===== src/rtl/fp_div_seq.sv =====
// Sequential IEEE754-format divider: one restoring quotient bit per cycle,
// truncating rounding, saturating overflow and flush-to-zero underflow.
module fp_div_seq #(
  parameter int N = 32,
  parameter int M = 23
) (
  input  logic         clk,
  input  logic         rst,
  input  logic         in_valid,
  output logic         in_ready,
  input  logic [N-1:0] A,
  input  logic [N-1:0] B,
  output logic         out_valid,
  input  logic         out_ready,
  output logic [N-1:0] OUT,
  output logic         OverFlow,
  output logic         UnderFlow,
  output logic         DivByZero,
  output logic         busy
);

  localparam int EW   = N - M - 1;
  localparam int CW   = $clog2(M + 2);
  localparam int XW   = EW + 2;
  localparam int BIAS = (1 << (EW - 1)) - 1;

  localparam logic [EW-1:0]        EMAX    = '1;
  localparam logic signed [XW-1:0] BIAS_HI = XW'(BIAS);
  localparam logic signed [XW-1:0] BIAS_LO = XW'(BIAS - 1);
  localparam logic signed [XW-1:0] EMAX_E  = XW'((1 << EW) - 1);
  localparam logic signed [XW-1:0] ZERO_E  = '0;

  typedef enum logic [1:0] {IDLE, DIVIDE, NORM, DONE} state_t;

  state_t                  state;
  logic [CW-1:0]           cnt;
  logic [M+1:0]            rem;
  logic [M+1:0]            q;
  logic [M:0]              divisor;
  logic [EW-1:0]           ea;
  logic [EW-1:0]           eb;
  logic                    sign;

  logic                    accept;
  logic [EW-1:0]           a_exp;
  logic [EW-1:0]           b_exp;
  logic [M+1:0]            div_ext;
  logic                    q_bit;
  logic [M+1:0]            rem_nxt;
  logic signed [XW-1:0]    exp_n;
  logic [M-1:0]            mant_n;

  // Packs the result word and saturates the exponent; returns {of, uf, word}.
  function automatic logic [N+1:0] pack_sat(input logic s,
                                            input logic signed [XW-1:0] e,
                                            input logic [M-1:0] mant);
    if (e >= EMAX_E)
      return {1'b1, 1'b0, s, {(N-1){1'b1}}};
    else if (e <= ZERO_E)
      return {1'b0, 1'b1, s, {(N-1){1'b0}}};
    else
      return {2'b00, s, e[EW-1:0], mant};
  endfunction

  assign accept  = in_valid && in_ready;
  assign a_exp   = A[N-2:M];
  assign b_exp   = B[N-2:M];
  assign div_ext = {1'b0, divisor};
  assign q_bit   = (rem >= div_ext);
  assign rem_nxt = (q_bit ? (rem - div_ext) : rem) << 1;
  assign exp_n   = $signed({2'b00, ea}) - $signed({2'b00, eb}) + (q[M+1] ? BIAS_HI : BIAS_LO);
  assign mant_n  = q[M+1] ? q[M:1] : q[M-1:0];

  // Operand fields needed after acceptance; only meaningful while an op is live.
  always_ff @(posedge clk) begin
    if (state == IDLE && accept) begin
      sign    <= A[N-1] ^ B[N-1];
      ea      <= a_exp;
      eb      <= b_exp;
      divisor <= {1'b1, B[M-1:0]};
    end
  end

  always_ff @(posedge clk or posedge rst) begin
    if (rst) begin
      state     <= IDLE;
      cnt       <= '0;
      rem       <= '0;
      q         <= '0;
      OUT       <= '0;
      OverFlow  <= 1'b0;
      UnderFlow <= 1'b0;
      DivByZero <= 1'b0;
      out_valid <= 1'b0;
      busy      <= 1'b0;
      in_ready  <= 1'b0;
    end else begin
      case (state)
        IDLE: begin
          in_ready <= 1'b1;
          if (accept) begin
            in_ready <= 1'b0;
            busy     <= 1'b1;
            if (b_exp == '0) begin
              OUT       <= {A[N-1] ^ B[N-1], EMAX, {M{1'b0}}};
              OverFlow  <= 1'b0;
              UnderFlow <= 1'b0;
              DivByZero <= 1'b1;
              out_valid <= 1'b1;
              state     <= DONE;
            end else if (a_exp == '0) begin
              OUT       <= {A[N-1] ^ B[N-1], {(N-1){1'b0}}};
              OverFlow  <= 1'b0;
              UnderFlow <= 1'b0;
              DivByZero <= 1'b0;
              out_valid <= 1'b1;
              state     <= DONE;
            end else begin
              rem   <= {2'b01, A[M-1:0]};
              q     <= '0;
              cnt   <= CW'(M + 1);
              state <= DIVIDE;
            end
          end
        end
        DIVIDE: begin
          rem <= rem_nxt;
          q   <= {q[M:0], q_bit};
          if (cnt == '0)
            state <= NORM;
          else
            cnt <= cnt - 1'b1;
        end
        NORM: begin
          {OverFlow, UnderFlow, OUT} <= pack_sat(sign, exp_n, mant_n);
          DivByZero <= 1'b0;
          out_valid <= 1'b1;
          state     <= DONE;
        end
        DONE: begin
          if (out_ready) begin
            out_valid <= 1'b0;
            busy      <= 1'b0;
            in_ready  <= 1'b1;
            state     <= IDLE;
          end
        end
        default: state <= IDLE;
      endcase
    end
  end

endmodule


===== config.mk =====
export PLATFORM = sky130hd
export DESIGN_NAME = fp_div_seq
export DESIGN_NICKNAME = d
export VERILOG_FILES = /design/src/rtl/fp_div_seq.sv
export SDC_FILE = /design/constraint.sdc
export NUM_CORES = 1
export LEC_CHECK = 0
export ABC_AREA = 1
export CAP_MARGIN = 30
export CORE_AREA = 2 2 154 156
export DETAILED_ROUTE_END_ITERATION = 12
export DIE_AREA = 0 0 156 158
export HOLD_SLACK_MARGIN = 0.1
export PLACE_DENSITY = 0.62
export RECOVER_POWER = 50
export SETUP_SLACK_MARGIN = 0.4
export SLEW_MARGIN = 20
export SYNTH_ARGS = -nofsm -noshare
export SYNTH_HDL_FRONTEND = slang
export SYNTH_SLANG_ARGS = --single-unit

===== constraint.sdc =====
create_clock -name clk -period 4.68 [get_ports clk]
set_clock_uncertainty 0.15 [all_clocks]
set_input_delay 1.17 -clock clk [delete_from_list [all_inputs] [get_ports clk]]
set_output_delay 1.17 -clock clk [all_outputs]
set_load 0.05 [all_outputs]

* Yosys cells after proc, flatten, opt, wreduce, memory -nomap -nowiden
Index checks and enable logic that the tools add are counted.
** Word-level totals
- Register bits :: 135
- Input port bits :: 68
- Output and inout port bits :: 38
- Logic and storage cells :: 96
** Operators by class
- Reduce and logical (&&, ||, !) cells :: 17
- $add $sub $neg :: 4
- Equal/unequal tests :: 10
- Order comparisons :: 3
- Bitwise logic cells :: 1
- Multiplexer cells :: 46
** Operators by type and width (count)
- 25-bit 2-to-1 mux :: 6
- 25-bit one-hot mux with 2 select lines :: 2
- 32-bit 2-to-1 mux :: 3
- 32-bit one-hot mux with 2 select lines :: 1
- 34-bit 2-to-1 mux :: 1
- 33-bit 2-to-1 mux :: 1
- 25-bit by 24-bit >= comparator with 1-bit output :: 1
- 24-bit 2-to-1 mux :: 1
- 24-bit subtractor :: 1
- 23-bit 2-to-1 mux :: 1
- 5-bit 2-to-1 mux :: 4
- 8-bit zero test :: 2
- 1-bit 2-to-1 mux :: 13
- 2-bit != test (second input constant) :: 6
- 9-bit by 8-bit adder with 10-bit output :: 1
- 10-bit by 9-bit >= comparator with 1-bit output (second input constant) :: 1
- 10-bit by 1-bit <= comparator with 1-bit output (second input constant) :: 1
- 2-bit 2-to-1 mux :: 5
- 1-bit one-hot mux with 2 select lines :: 5
- 5-bit one-hot mux with 2 select lines :: 1
- 3-bit AND reduction :: 3
- 8-bit by 8-bit subtractor with 9-bit output :: 1
- 2-bit one-hot mux with 4 select lines :: 1
- 4-bit AND reduction :: 2
- 13 further kinds :: 17

* Longest topological paths before layout
Gate-level depths: netlist of run 1.
- Depth after elaboration :: 6
- Gate-level depth with buffers :: 21
- Depth with buffers taken out :: 20

* Worst setup path before layout of run 1
Ideal clock, no wire load.
- Kind :: input port to flip-flop
- From :: input port in_valid
- To :: register divisor[0], enable pin
- Buffers on the path :: 0
- Arrival time :: 3.019 ns
- Stages :: 2
- Path slack :: 1.071 ns
- Cells stage by stage :: nand2_1 > nor2_1
** Between the ends
- Cells in the longest elaborated chain, start to end :: 2
** RTL lines
- start, declared :: RTL line 9 : input logic in_valid,
- 1-bit logical AND :: RTL line 65 : assign accept = in_valid && in_ready;
- 1-bit logical AND :: RTL line 76 : if (state == IDLE && accept) begin
- end signal, assigned :: RTL line 80 : divisor <= {1'b1, B[M-1:0]};
- end, declared :: RTL line 39 : logic [M:0] divisor;
No other way between the ends.
A chain may end at the register's enable or synchronous reset.

* Final worst setup path of run 1
- From :: input port in_valid
- To :: register divisor[22], enable pin
Same word-level chain as after synthesis.

==> results of run 1 <==
[cell families (layout without fill, tap and decap cells)]
family / after synthesis / in the layout
buffers and inverters: 194 / 307
xor gates and xnor gates: 13 / 13
adders and majority gates: 42 / 42
and+or+nand+nor: 480 / 480
AOI/OAI and AO/OA: 185 / 185
DFF: 135 / 135
[state kept, by name, indices dropped and copies added (netlist names)]
| register | count |
|---|---|
| DivByZero | 1 |
| OUT | 32 |
| OverFlow | 1 |
| UnderFlow | 1 |
| busy | 1 |
| cnt | 5 |
| divisor | 23 |
| ea | 8 |
| eb | 8 |
| in_ready | 1 |
| out_valid | 1 |
| q | 25 |
| rem | 25 |
| sign | 1 |
| state | 2 |
[where the power goes]
group	internal [mW]	switching, mW	total, mW
combinational	1.38	2.70	4.09
clock	0.765	0.592	1.36
sequential	1.59	0.179	1.77
total	3.74	3.48	7.21
[metal layers]
layer	GRT usage	vias to the layer above	wire length [um]
met1	0.226	3272	9330
li1	-	3698	-
met4	0.0389	0	189
met5	0	-	0
met3	0.0312	19	849
met2	0.297	166	9720
[Yosys cell counts, drive strengths merged, types with 3 or more instances]
cell,count,share of area
a21boi,10,0.0090
a21oi,70,0.045
a22oi,13,0.012
buf,18,0.015
clkbuf,20,0.0090
dfrtp,95,0.28
edfxtp,40,0.14
ha,40,0.060
inv,156,0.070
nand2,239,0.11
nand3,129,0.094
nand3b,3,0.0027
nand4,25,0.019
nor2,72,0.035
nor3,10,0.0060
o21a,3,0.0027
o21ai,58,0.035
o22ai,27,0.020
xnor2,9,0.0094
xor2,4,0.0042
[cell type report]
class,count,area [um^2],share of cell area
sequential,135,3580,0.348
clock buffer,17,425,0.0414
inverter,156,587,0.0571
tap,290,363,0.0353
multi-input combinational,720,3990,0.388
timing repair buffer,119,1170,0.113
clock inverter,15,176,0.0172
[how the worst max path moves through the flow]
stage	startpoint	to	slack, ns	cells past startpoint
after floorplan	rst	DivByZero$_DFFE_PP0P_	0.88	1
after global placement	B[26]	q[0]$_DFFE_PP0P_	0.97	12
after detailed placement	B[26]	q[0]$_DFFE_PP0P_	0.91	12
after CTS	B[26]	q[0]$_DFFE_PP0P_	1.37	12
after global routing	rst	OverFlow$_DFFE_PP0P_	0.74	3
final	in_valid	divisor[22]$_DFFE_PP_	0.99	4
[critical path: cells and delay by family]
kind	cells	cell delay, ns
buffers and inverters	2	0.86
AND/OR/NAND/NOR	2	1.62
==> metrics.md, run 1 <==
| Metric | Value |
|---|---|
| Status | complete, but fails checks |
| Failing checks | capacitance limit, slew limit |
| Critical path peak fanout | 23 |
| Post-CTS Hold Buffers | 0 |
| Critical path's largest stage delay | 1.49 ns |
| LEAKAGE | 4.80 nW |
| VDD IR max | 289 uV |
| GPL Wtd Cong | 0.959 |
| Post-synthesis xor/xnor area fraction | 0.0136 |
| RSZ-0062 raised after global routing | no |
| Pwr dens | 701 mW/mm^2 |
| Area grow syn2layout | 23.2% |
| Synth Register Bits | 135 |
| CP startpoint kind | primary input |
| Post-DP HPWL | 15,000 um |
| First-pass GRT wire length | 34,300 um |
| Worst endpoint data arrival time | 3.66 ns |
| Die Area | 0.0246 mm^2 |
| Ys Warns | 0 |
| CP Capture Type | flop |
| Core ar. | 0.0231 mm^2 |
| Compound-gate portion of the synthesized area | 0.127 |
| Post-Synth Adder-Cell Area | 0.0648 |
| Final Hold Viols | 0 |
| Reg clk slew, reported paths | 0.06 ns |
| Commonest cells after routing, fill and taps aside | nand2_1, inv_1, nand3_1 |
| R2R depth | 17 |
| Vias in the first global route | 7,058 |
| PortBufs | 105 |
| # rows | 56 |
| Post-Place Cells | 1,420 |
| Die H | 158 um |
| Post-synthesis simple-gate area fraction | 0.271 |
| Setup ws final | 0.995 ns |
| Post-Syn Instances | 1,049 |
| Routed Antenna Nets | 0 |
| Via count | 7,155 |
| Setup Viol. Count Final | 0 |
| Dpl ws | 0.915 ns |
| Largest net degree at the start of global routing | 55 |
| Worst Hold Path EP | OverFlow$_DFFE_PP0P_ |
| Final Instance Area | 0.0103 mm^2 |
| Drt drc | 0 |
| Distinct cells, synth | 41 |
| CTS Buffer Depth | 2 |
| Min-delay src | OverFlow$_DFFE_PP0P_ |
| Reg2reg start | eb[0]$_DFFE_PP_ |
| Worst R2R Setup Slack | 1.38 ns |
| Dpl cell area | 0.00969 mm^2 |
| Synthesized area | 0.00835 mm^2 |
| Worst Hold Class | flop to flop |
| Max Freq | 271 MHz |
| DRT Wirelength | 20,100 um |
| Core Util, Final | 0.446 |
| DIE WIDTH | 156 um |
| Top FF cell, synth | dfrtp_1 |
| Worst-margin pin slew | 2.44 ns |
| Cell-by-cell trace of the critical path | dlygate4sd3_1 -> nand2_1 -> nor2_1 -> buf_12 |
| H-tree depth | 4 |
| Layout cells sized above 1 | 0.0912 |
| FF-to-FF End | OUT[21]$_DFFE_PP0P_ |
| Number of synthesized flops with an enable pin | 40 |
| Setup repair bufs after CTS | 0 |
| Cell with the largest stage delay on the worst path | nor2_1 |
| I/O pins | 106 |
| Grt ovf | 0 |
| Worst Hold Slack | 0.330 ns |
| Period Utilization, post-route | 0.787 |
| Via-per-instance ratio | 4.93 |
| # resized after CTS | 0 |
| Fillcell total | 2,298 |
| Clock Root Buffer | clkbuf_16 |
| # clock sinks | 135 |
| Max-slew violation count | 78 |
| Detailed router's first-iteration violation count | 410 |
| Avg Cell Area, Syn | 7.96 um^2 |
| Initial Utilization | 0.362 |
| Post-synthesis sequential area ratio | 0.429 |
| First-pass DRT Iterations | 5 |
| # diodes | 0 |
| Final setup TNS | 0 ns |
| Worst EP required | 4.66 ns |
| Worst-skew pair later-pin latency | 0.43 ns |
| Final Power | 7.21 mW |
| Initial antenna violation count | 0 |
| Critical path class | primary input to flop |
| GR Util All Layers | 0.172 |
| CTS tree | yes |
| Routed WL per cell | 13.8 um |
| Mux contribution to synthesized area | 0 |
| Nets@finish | 1,259 |
| Period minus WS final | 3.69 ns |
| Rel. slew slack | -0.633 |
| Most common cell after layout, fill and taps aside | nand2_1 |
| Mapped Nets | 1,159 |
| Finished Layout Cells | 1,452 |
| Num CTS Buffers | 17 |
| Async SR Flop Fraction | 0.704 |
| Hold Path Depth | 2 |
| Largest family of logic cells by synthesized area | simple AND/OR/NAND/NOR gates |
| Max cap viols | 2 |
No activity file was read; power rests on OpenSTA's default activity.
==> inputs of run 2 (changes only) <==
==> constraint.sdc (replaced) <==
create_clock -name clk -period 3.77 [get_ports clk]
set_clock_uncertainty 0.15 [all_clocks]
set_input_delay 0.9425 -clock clk [delete_from_list [all_inputs] [get_ports clk]]
set_output_delay 0.9425 -clock clk [all_outputs]
set_load 0.05 [all_outputs]
==> run 2 against run 1 <==
The run still ends with capacitance limit, slew limit left. Critical path type unchanged. Setup slack worse by 0.39 ns. Global-route usage decreased by 0.26 points. Count of clock-buffer cells in the layout rose by 1. Highest routed layer unchanged. Clock power grew 25%. Critical path depth unchanged. Register-to-register slack worse by 0.67 ns. Sequential power rose by 24%. Flip-flop and latch count unchanged. Combinational power grew 25%. Power grew 25%. Final cell count rose by 0.28%.
==> metrics.md, run 2 (synthesized netlist as in run 1, its figures left out) <==
| Metric | Value |
|---|---|
| Period minus WS final | 3.17 ns |
| RSZ-0062 raised after global routing | no |
| # resized after CTS | 0 |
| Grt ovf | 0 |
| CTS tree | yes |
| Via count | 7,185 |
| Layout cells sized above 1 | 0.0926 |
| Worst Hold Path EP | DivByZero$_DFFE_PP0P_ |
| I/O pins | 106 |
| Clock Root Buffer | clkbuf_16 |
| Detailed router's first-iteration violation count | 385 |
| Max-slew violation count | 34 |
| Largest registers | OUT (32), q (25), rem (25) |
| GR Util All Layers | 0.170 |
| DIE WIDTH | 156 um |
| GPL Wtd Cong | 0.956 |
| Via-per-instance ratio | 4.93 |
| Max Freq | 316 MHz |
| Setup repair bufs after CTS | 0 |
| Setup Viol. Count Final | 0 |
| Worst endpoint data arrival time | 3.08 ns |
| Cell with the largest stage delay on the worst path | nor2_1 |
| Critical path's largest stage delay | 0.94 ns |
| # rows | 56 |
| Area grow syn2layout | 23.5% |
| Top reg by flops | OUT |
| Core ar. | 0.0231 mm^2 |
| Num CTS Buffers | 17 |
| Critical path peak fanout | 12 |
| Final Instance Area | 0.0103 mm^2 |
| Worst-margin pin slew | 1.94 ns |
| Initial antenna violation count | 0 |
| Routed Antenna Nets | 0 |
| Hold Path Depth | 2 |
| Largest net degree at the start of global routing | 63 |
| LEAKAGE | 4.81 nW |
| Commonest cells after routing, fill and taps aside | nand2_1, inv_1, nand3_1 |
| # clock sinks | 135 |
| Final setup TNS | 0 ns |
| First-pass GRT wire length | 33,600 um |
| Worst-skew pair later-pin latency | 0.43 ns |
| Setup ws final | 0.604 ns |
| VDD IR max | 388 uV |
| Buf+Inv Stages, Crit Path | 2 |
| CTS Buffer Depth | 2 |
| Min-delay src | DivByZero$_DFFE_PP0P_ |
| # diodes | 0 |
| Dpl cell area | 0.00973 mm^2 |
| Drt drc | 0 |
| Initial Utilization | 0.362 |
| Cell-by-cell trace of the critical path | dlygate4sd3_1 -> nand2_1 -> nor2_1 -> clkbuf_1 |
| Nets@finish | 1,263 |
| Register area | 0.00358 mm^2 |
| Vias in the first global route | 7,061 |
| CP Capture Type | flop |
| DRT Wirelength | 19,900 um |
| CP top delay family | simple AND/OR/NAND/NOR gates |
| Area occupied by multi-input gates | 0.00399 mm^2 |
| Post-DP HPWL | 14,800 um |
| CP startpoint kind | primary input |
| Worst R2R Setup Slack | 0.71 ns |
| Worst Hold Class | flop to flop |
| Status | complete, but fails checks |
| Max FFs per register | 32 |
| Max cap viols | 1 |
| PortBufs | 105 |
| Most common cell after layout, fill and taps aside | nand2_1 |
| Failing checks | capacitance limit, slew limit |
| Final Hold Viols | 0 |
| FF-to-FF End | OUT[9]$_DFFE_PP0P_ |
| Post-CTS Hold Buffers | 0 |
| Period Utilization, post-route | 0.840 |
| Reg clk slew, reported paths | 0.06 ns |
| Rel. slew slack | -0.295 |
| Routed WL per cell | 13.7 um |
| Dpl ws | 0.326 ns |
| Worst EP required | 3.69 ns |
| Pwr dens | 873 mW/mm^2 |
| Reg2reg start | eb[0]$_DFFE_PP_ |
| First-pass DRT Iterations | 6 |
| Fillcell total | 2,264 |
| R2R depth | 17 |
| H-tree depth | 4 |
| WP depth | 4 |
| Die Area | 0.0246 mm^2 |
| Critical path class | primary input to flop |
| Die H | 158 um |
## run 2: cell types whose count changed in the layout (fill, tap and decap cells not counted), moves of 2 or more
cell and delta:
clkbuf_1 +2, buf_4 +2, inv_6 +2, clkinv_8 -2
## run 2: how the worst max path moves through the flow
stage                     from                   end  slack, ns
3_5_place_dp             B[30]   OUT[28]$_DFFE_PP0P_       0.33
5_1_grt                    rst    rem[5]$_DFFE_PP0P_       0.38
3_3_place_gp             B[26]   OUT[27]$_DFFE_PP0P_       0.40
4_1_cts        eb[0]$_DFFE_PP_    OUT[9]$_DFFE_PP0P_       0.53
6_report              in_valid  divisor[7]$_DFFE_PP_       0.60
2_1_floorplan  eb[0]$_DFFE_PP_    OUT[0]$_DFFE_PP0P_       1.02
## run 2: metrics by stage
stage / utilization / hold slack, ns / std cells / power, mW
after floorplan: - / 0.302 / 1049 / 6.04
after global placement: 0.422 / 0.318 / 1424 / 7.27
after detailed placement: 0.422 / 0.316 / 1424 / 7.33
after CTS: 0.448 / 0.333 / 1456 / 9.08
after global routing: 0.447 / 0.364 / 1456 / 9.79
final: 0.447 / 0.329 / 1456 / 9.00
## run 2: routing by layer
layer | global-route usage | wire length, um | share of wire | vias up
li1 | - | - | - | 3701
met1 | 0.213 | 9170 | 0.46 | 3298
met2 | 0.295 | 9550 | 0.48 | 160
met3 | 0.0331 | 854 | 0.043 | 26
met4 | 0.0537 | 360 | 0.018 | 0
met5 | 0 | 0 | 0 | -
## run 2: area by class of cell
| cell class | count | area share |
|---|---|---|
| multi-input combinational | 720 | 0.388 |
| sequential | 135 | 0.347 |
| timing repair buffer | 123 | 0.114 |
| inverter | 156 | 0.0572 |
| clock buffer | 18 | 0.0437 |
| tap | 290 | 0.0352 |
| clock inverter | 14 | 0.0146 |
## run 2: tightest hold or removal path, stage by stage, from the launching register on
cell and delay, ns:
dfrtp_1 0.34, nand2_1 0.05, nand2_1 0.05
## run 2: power breakdown
part           leakage [nW]  internal (mW)  total [mW]  switching (mW)
clock network         0.299          0.978        1.70           0.723
registers              1.58           1.97        2.19           0.220
logic                  2.93           1.74        5.11            3.37
==> inputs of run 3 (changes only) <==
==> constraint.sdc (replaced) <==
create_clock -name clk -period 3 [get_ports clk]
set_clock_uncertainty 0.15 [all_clocks]
set_input_delay 0.75 -clock clk [delete_from_list [all_inputs] [get_ports clk]]
set_output_delay 0.75 -clock clk [all_outputs]
set_load 0.05 [all_outputs]
==> run 3 against run 2 <==
The flow finishes with violations (capacitance limit). Worst hold slack gained 0.0028 ns. Flip-flop and latch count is the same. Global-route usage grew 0.24 points. Via count grew 1.9%. Final cell count grew 1.4%. Critical path type is now flop to flop. Design area grew 5.3%. Setup slack lost 0.51 ns. Largest power group unchanged.
==> metrics.md, run 3 (synthesized netlist as in run 1, its figures left out) <==
| Metric | Value |
|---|---|
| Grt ovf | 0 |
| Critical path peak fanout | 8 |
| Via-per-instance ratio | 4.96 |
| Cell-by-cell trace of the critical path | ha_2 -> inv_2 -> fa_2 -> inv_4 -> nand2_2 -> nor2_4 -> nand3_2 -> nor2_4 -> nand3_2 -> a21oi_4 -> inv_2 -> nand2_2 -> nand2_2 -> nand2_4 -> bufbuf_16 -> nand3_1 |
| Setup ws final | 0.0952 ns |
| I/O pins | 106 |
| Period minus WS final | 2.90 ns |
| CTS tree | yes |
| Rel. slew slack | 0.00786 |
| Commonest cells after routing, fill and taps aside | nand2_1, inv_1, dfrtp_1 |
| Area grow syn2layout | 30.0% |
| Period Utilization, post-route | 0.968 |
| Routed WL per cell | 14.1 um |
| Worst Hold Slack | 0.332 ns |
| Detailed router's first-iteration violation count | 359 |
| GPL Wtd Cong | 0.948 |
| First-pass GRT wire length | 33,900 um |
| Dpl cell area | 0.00986 mm^2 |
| Drt drc | 0 |
| Status | complete, but fails checks |
| Initial Utilization | 0.362 |
| Initial antenna violation count | 0 |
| Cell with the largest stage delay on the worst path | fa_2 |
| Post-CTS Hold Buffers | 0 |
| VDD IR max | 589 uV |
| Reg clk slew, reported paths | 0.07 ns |
| Vias in the first global route | 6,946 |
| Via count | 7,323 |
| # clock sinks | 135 |
| Final Instance Area | 0.0109 mm^2 |
| Largest registers | OUT (32), q (25), rem (25) |
| CTS Buffer Depth | 2 |
| CP Capture Type | flop |
| GR Util All Layers | 0.172 |
| Nets@finish | 1,284 |
| # diodes | 0 |
| Die Area | 0.0246 mm^2 |
| H-tree depth | 4 |
| Num CTS Buffers | 17 |
| Routed Antenna Nets | 0 |
| RSZ-0062 raised after global routing | yes |
| Max FFs per register | 32 |
| Finished Layout Cells | 1,477 |
| Largest net degree at the start of global routing | 63 |
| # rows | 56 |
| Setup Viol. Count Final | 0 |
| Worst endpoint data arrival time | 3.06 ns |
| Worst EP required | 3.16 ns |
| Layout cells sized above 1 | 0.142 |
| Buf+Inv Stages, Crit Path | 4 |
| Die H | 158 um |
| Critical path class | flop to flop |
| Clock Root Buffer | clkbuf_16 |
| Core Util, Final | 0.471 |
| Post-DP HPWL | 14,800 um |
| CP top delay family | simple AND/OR/NAND/NOR gates |
| DIE WIDTH | 156 um |
| DRT Wirelength | 20,900 um |
| Worst-margin pin slew | 1.49 ns |
| Pwr dens | 1100 mW/mm^2 |
| Max cap viols | 1 |
| Worst-skew pair later-pin latency | 0.43 ns |
| Dpl ws | 0.0936 ns |
| Final Hold Viols | 0 |
| Max Freq | 344 MHz |
| Core ar. | 0.0231 mm^2 |
| Post-Place Cells | 1,431 |
| LEAKAGE | 5.05 nW |
| Failing checks | capacitance limit |
| Most common cell after layout, fill and taps aside | nand2_1 |
| Top reg by flops | OUT |
| Worst Hold Class | flop to flop |
| Max-slew violation count | 0 |
| CP startpoint kind | flop |
| Most used cell, CP | nand2_2 |
| Critical path's largest stage delay | 0.45 ns |
| PortBufs | 105 |
| First-pass DRT Iterations | 6 |
run 3: cell count changes in the layout (fill, tap and decap cells not counted), moves of 5 or more:
cell and delta:
nand3_1 -8, nor2_1 -5, nand2_2 +6, nand2_1 -6
nor2_4 +6, nand3_2 +7, buf_4 +11, ha_1 -8
buf_12 +6
run 3: worst paths after layout:
check	startpoint	endpoint	slack, ns	depth (start not counted)
max in group asynchronous	rst	UnderFlow$_DFFE_PP0P_	0.61	3
min reg2reg	OverFlow$_DFFE_PP0P_	OverFlow$_DFFE_PP0P_	0.33	2
min in group asynchronous	rst	cnt[2]$_DFFE_PP0P_	0.94	3
max reg2reg	eb[0]$_DFFE_PP_	OUT[9]$_DFFE_PP0P_	0.1	16
max	eb[0]$_DFFE_PP_	OUT[9]$_DFFE_PP0P_	0.1	16
min	OverFlow$_DFFE_PP0P_	OverFlow$_DFFE_PP0P_	0.33	2
run 3: layout make-up:
type	instances	area, um^2
fillers	2225	12200
multi-input cells	720	4190
flip-flops and latches	135	3580
repair buffers	144	1490
inverters	156	594
clock buffers	17	425
well taps	290	363
clock inverters	15	211
run 3: layer usage:
layer	track usage	vias up	routed length, um
li1	-	3755	-
met1	0.215	3393	9510
met2	0.306	149	10400
met3	0.0331	26	704
met4	0.0454	0	267
met5	0	-	0
run 3: timing repair:
action                     4_1_cts  5_1_grt
cloned                           2        1
pin swaps                       10        5
buffers inserted                 7        4
resized for setup               21       32
setup endpoints to repair       34       58
run 3: worst min-delay path, stage by stage, from the launching register on:
cell	delay, ns
dfrtp_1	0.34
nand2_1	0.05
nand2_1	0.05
run 3: where the power goes:
part	internal, mW	leakage (nW)	switching, mW
Clock	1.28	0.309	0.945
Combinational	2.57	3.16	4.42
Sequential	2.47	1.58	0.296
run 3: metrics by stage:
stage | power, mW | TNS (ns)
after floorplan | 7.61 | 0
after global placement | 9.31 | 0
after detailed placement | 9.38 | 0
after CTS | 11.8 | 0
after global routing | 13.0 | -2.02
final | 12.0 | 0
